[config.mk]
export PLATFORM = sky130hd
export DESIGN_NAME = b2bd_iter
export DESIGN_NICKNAME = d
export VERILOG_FILES = /design/src/rtl/b2bd_iter.sv
export SDC_FILE = /design/constraint.sdc
export NUM_CORES = 1
export LEC_CHECK = 0
export CORE_MARGIN = 5
export CORE_UTILIZATION = 49
export CTS_CLUSTER_DIAMETER = 50
export DETAILED_ROUTE_END_ITERATION = 12
export PLACE_DENSITY_LB_ADDON = 0.08
export SYNTH_ARGS = -nofsm -noshare
export SYNTH_HDL_FRONTEND = slang
export SYNTH_SLANG_ARGS = --single-unit
[constraint.sdc]
create_clock -name clk -period 1.47 [get_ports clk]
set_clock_uncertainty 0.15 [all_clocks]
set_input_delay 0.147 -clock clk [delete_from_list [all_inputs] [get_ports clk]]
set_output_delay 0.147 -clock clk [all_outputs]
set_load 0.05 [all_outputs]
[src/rtl/b2bd_iter.sv]
// Iterative binary-to-BCD converter (double-dabble, one input bit per clock).
// Optional macro B2BD_SIGNED_EN: two's-complement input, magnitude on led, extra sign output.
module b2bd_iter #(
  parameter int WIDTH  = 8,
  parameter int DIGITS = 3
) (
  input  logic                  clk,
  input  logic                  rst,
  input  logic                  start,
  input  logic [WIDTH-1:0]      sw,
  output logic                  busy,
  output logic                  done,
  output logic [4*DIGITS-1:0]   led
`ifdef B2BD_SIGNED_EN
  ,
  output logic                  sign
`endif
);

  localparam int CW = $clog2(WIDTH + 1);
  localparam int BW = 4 * DIGITS;

  localparam logic [1:0] IDLE  = 2'd0;
  localparam logic [1:0] SHIFT = 2'd1;
  localparam logic [1:0] FIN   = 2'd2;

  function automatic longint unsigned pow10(input int n);
    longint unsigned p = 64'd1;
    for (int i = 0; i < n; i++) p = p * 64'd10;
    return p;
  endfunction

  if (WIDTH < 4 || WIDTH > 32) begin : g_bad_width
    $error("b2bd_iter: WIDTH must be in 4..32");
  end
  if (pow10(DIGITS) <= ((64'd1 << WIDTH) - 64'd1)) begin : g_bad_digits
    $error("b2bd_iter: DIGITS too small to hold 2^WIDTH-1");
  end

  logic [1:0]       state_q, state_d;
  logic [CW-1:0]    cnt_q,   cnt_d;
  logic [WIDTH-1:0] bin_q,   bin_d;
  logic [BW-1:0]    acc_q,   acc_d;
  logic [BW-1:0]    led_q,   led_d;
  logic             done_q,  done_d;
  logic [BW-1:0]    acc_adj;
  logic [WIDTH-1:0] operand;

`ifdef B2BD_SIGNED_EN
  logic neg_q,  neg_d;
  logic sign_q, sign_d;

  // Magnitude stays on WIDTH unsigned bits, so the most negative value maps to 2^(WIDTH-1).
  assign operand = sw[WIDTH-1] ? (~sw + WIDTH'(1)) : sw;
  assign sign    = sign_q;
`else
  assign operand = sw;
`endif

  always_comb begin
    for (int d = 0; d < DIGITS; d++) begin
      acc_adj[4*d +: 4] = (acc_q[4*d +: 4] >= 4'd5) ? acc_q[4*d +: 4] + 4'd3 : acc_q[4*d +: 4];
    end
  end

  always_comb begin
    // NOTE: every output of this block gets a default first, so no path can infer a latch.
    state_d = state_q;
    cnt_d   = cnt_q;
    bin_d   = bin_q;
    acc_d   = acc_q;
    led_d   = led_q;
    done_d  = 1'b0;
`ifdef B2BD_SIGNED_EN
    neg_d   = neg_q;
    sign_d  = sign_q;
`endif
    case (state_q)
      IDLE: begin
        if (start) begin
          bin_d   = operand;
          acc_d   = '0;
          cnt_d   = CW'(WIDTH);
          state_d = SHIFT;
`ifdef B2BD_SIGNED_EN
          neg_d   = sw[WIDTH-1];
`endif
        end
      end
      SHIFT: begin
        {acc_d, bin_d} = {acc_adj, bin_q} << 1;
        cnt_d          = cnt_q - CW'(1);
        if (cnt_q == CW'(1)) state_d = FIN;
      end
      FIN: begin
        led_d   = acc_q;
        done_d  = 1'b1;
        state_d = IDLE;
`ifdef B2BD_SIGNED_EN
        sign_d  = neg_q;
`endif
      end
      default: state_d = IDLE;
    endcase
  end

  // NOTE: state registers use non-blocking assignments so every flop samples pre-edge values.
  always_ff @(posedge clk or posedge rst) begin
    if (rst) begin
      state_q <= IDLE;
      cnt_q   <= '0;
      bin_q   <= '0;
      acc_q   <= '0;
      led_q   <= '0;
      done_q  <= 1'b0;
`ifdef B2BD_SIGNED_EN
      neg_q   <= 1'b0;
      sign_q  <= 1'b0;
`endif
    end else begin
      state_q <= state_d;
      cnt_q   <= cnt_d;
      bin_q   <= bin_d;
      acc_q   <= acc_d;
      led_q   <= led_d;
      done_q  <= done_d;
`ifdef B2BD_SIGNED_EN
      neg_q   <= neg_d;
      sign_q  <= sign_d;
`endif
    end
  end

  assign busy = (state_q != IDLE);
  assign done = done_q;
  assign led  = led_q;

endmodule

==> impl_metrics.ini <==
[layout]
fin_util_pct = 82.5
multi_input_area_um2 = 1030
area_growth_pct = 60.6
final-instance-count-excl-fill = 290
diodes = 0
drive_above_1_share_pct = 50.4
finalInstanceArea_um2 = 3060
nNetsFinal = 260
seqCellArea_um2 = 978
layout_commonest_cell = buf_4
fill_cells = 189
final_cell_mix = 38 x buf_4, 37 x dfrtp_1, 17 x buf_12

[clock_tree]
cts_tree = built
htreeDepth = 2
holdBufCountCts = 0
cts_num_sinks = 39
cts.clk_slew.worst_paths_ns = 0.08
worstSkewPairLatency_ns = 0.29
clock_tree.root_cell = clkbuf_8
clock_path_buffers = 2
numCtsBuffers = 5

[yosys]
ys_warn_count = 0
synth_flop_cell = dfrtp_1
syn_inst = 170
ys_types = 31
synthMuxAreaShare_pct = 11.2
synth_xor_area_share_pct = 1.84
synth_top_family_by_area = compound AO/OA/AOI/OAI gates
synth-compound-area-share_pct = 12.3
postSynth.asyncResetShare_pct = 100
synth-simple-area-share_pct = 11.9
syn_nets = 189
synth_edf_count = 0
syn_avg_cell_area_um2 = 11.2
ys_ff_latch = 39
synth_area_um2 = 1910
synthAdderAreaFrac_pct = 5.25
synthTopCellsByArea = dfrtp_1 51%, mux2_4 7.1%, ha_1 5.2%
synth_top_cell_area_share_pct = 51.1
ys_seq_area_share_pct = 51.1
yosys.area.top_type = dfrtp_1

[floorplan]
num_rows = 22
fp.dieW_um = 72.4
coreArea_um2 = 3720
start_util_pct = 51.3
die_h_um = 72.4
die_area_um2 = 5240
io_pins = 25

[sta]
fmax_mhz = 633
final.min_clock_period_ns = 1.58
period_share_pct = 108
finalSetupViolCount = 8
slew_headroom_pct = 76.9
hold_viol_final = 0
final.setup.worst_slack_ns = -0.111
tightest_slew_ns = 0.347
slew_viol_final = 0
rsz0062_at_grt = yes

[run_status]
status = finished with violations
violations = setup timing

[detailed_routing]
wl_um = 4970
ant_nets = 0
drc = 0
via_per_inst = 5.42
wl_per_cell_um = 17.1
vias = 1573
drt_iter0_markers = 131
dr.pass1.iters = 4

[placed_design]
dp_cells = 261
dp_hpwl_um = 2880
placed_area_um2 = 2620
portBuffers = 24
gp_congestion = 0.732

[critical_path]
worstPathCellList = ha_4, nand2b_4, a21oi_4, mux2_4, o21ai_2
regToRegSetupSlack_ns = -0.11
required_ns = 1.53
cp_slowest_cell = dfrtp_2
critPathKind = reg -> reg
critPathBufInv = 0
path_max_fanout = 4
startpoint_type = flop
critical_path.top_delay_family = flip-flops
slowest_delay_ns = 0.45
cp.arrival_ns = 1.64
end_kind = flop

[global_route]
grt_pass1_wl_um = 7760
grt_start_max_net_pins = 40
grt-ovfl-total = 0
grt_usage_pct = 19.4
antenna_found_initial = 0
grt_pass1_vias = 1631

[power_and_ir_drop]
p_sw_mw = 2.99
total_leakage_power_nw = 1.37
power.share.sequential_pct = 25.9
netSwitchingFraction_pct = 38.2
vdd_ir_drop_max_v = 0.00175
power_frac_comb_pct = 60.6
power.density_nw_per_um2 = 2550
clockPowerShare_pct = 13.5
p_int_mw = 4.84

[min_path]
hold_class = in -> async

[job]
drv_cap = 0
## area by class of cell
cell class,count,area share (%)
Inverter,11,1.35
Clock buffer,6,2.37
Sequential cell,39,31.9
Timing Repair Buffer,72,26.8
Multi-Input combinational cell,112,33.6
Tap cell,48,1.96
Clock inverter,2,1.96
## metrics by stage
stage | setup TNS [ns] | hold slack [ns] | power (mW) | setup slack [ns]
2_1_floorplan | -0.0113 | 0.194 | 4.20 | -0.0110
3_3_place_gp | -1.06 | 0.318 | 5.52 | -0.147
3_5_place_dp | -1.96 | 0.328 | 5.72 | -0.204
4_1_cts | -0.308 | 0.0561 | 7.33 | -0.0975
5_1_grt | -1.19 | 0.0626 | 8.27 | -0.166
6_report | -0.383 | 0.0379 | 7.83 | -0.111
## worst paths after layout
kind | endpoint | startpoint | cells after the start
max | acc_q[6] | acc_q[4] | 5
min | led[8] | rst | 3
max reg2reg | acc_q[6] | acc_q[4] | 5
min reg2reg | bin_q[1] | bin_q[1] | 2
max in group asynchronous | state_q[1] | rst | 3
min in group clk | bin_q[1] | bin_q[1] | 2
## flip-flops by register name (all words and copies together) (netlist names)
register,flops
bin_q,8
acc_q,12
state_q,2
led,12
cnt_q,4
done,1
## power by group through the flow
stage	Combinational, mW	Clock, mW	Sequential [mW]
after floorplan	1.88	0	2.32
after global placement	3.55	0	1.97
after detailed placement	3.71	0	2.00
after CTS	4.28	1.06	1.99
after global routing	5.05	1.13	2.09
final	4.74	1.05	2.03
## synthesized netlist by cell type (2+ instances only)
| library cell | number |
|---|---|
| a21oi_1 | 10 |
| mux2_4 | 9 |
| nor3b_1 | 6 |
| nand2b_1 | 4 |
| o21ai_0 | 15 |
| a22oi_1 | 2 |
| nand2_1 | 15 |
| ha_1 | 8 |
| mux2_2 | 7 |
| nor3_1 | 4 |
| nor2_1 | 6 |
| inv_1 | 11 |
| o22ai_1 | 7 |
| buf_6 | 5 |
| o21ai_1 | 5 |
| xnor2_1 | 3 |
| dfrtp_1 | 39 |
## tightest hold or removal path, stage by stage
cell,delay [ns]
clkdlybuf4s50_1,0.39
inv_1,0.09
buf_12,0.22
## routing by layer
layer  up-vias  part of all wire (%)  GRT usage (%)
met5         -                     0              0
met4         0                   3.5           7.17
met3        17                   6.1           5.12
met2        59                    51           34.6
met1       769                    39           22.1
li1        728                     -              -
## kinds of logic after synthesis
family	count (synthesis)
mux	16
compound gates	42
simple gates	42
buf+inv	19
fa+ha+maj	8
flops	39
xor+xnor	4
## repair_timing
item	CTS	global route
gates cloned	1	0
gates resized for setup	13	27
buffers inserted	10	10
pin swaps	4	7
endpoints found under the setup margin	12	28
Power figures use the tool's default switching activity.
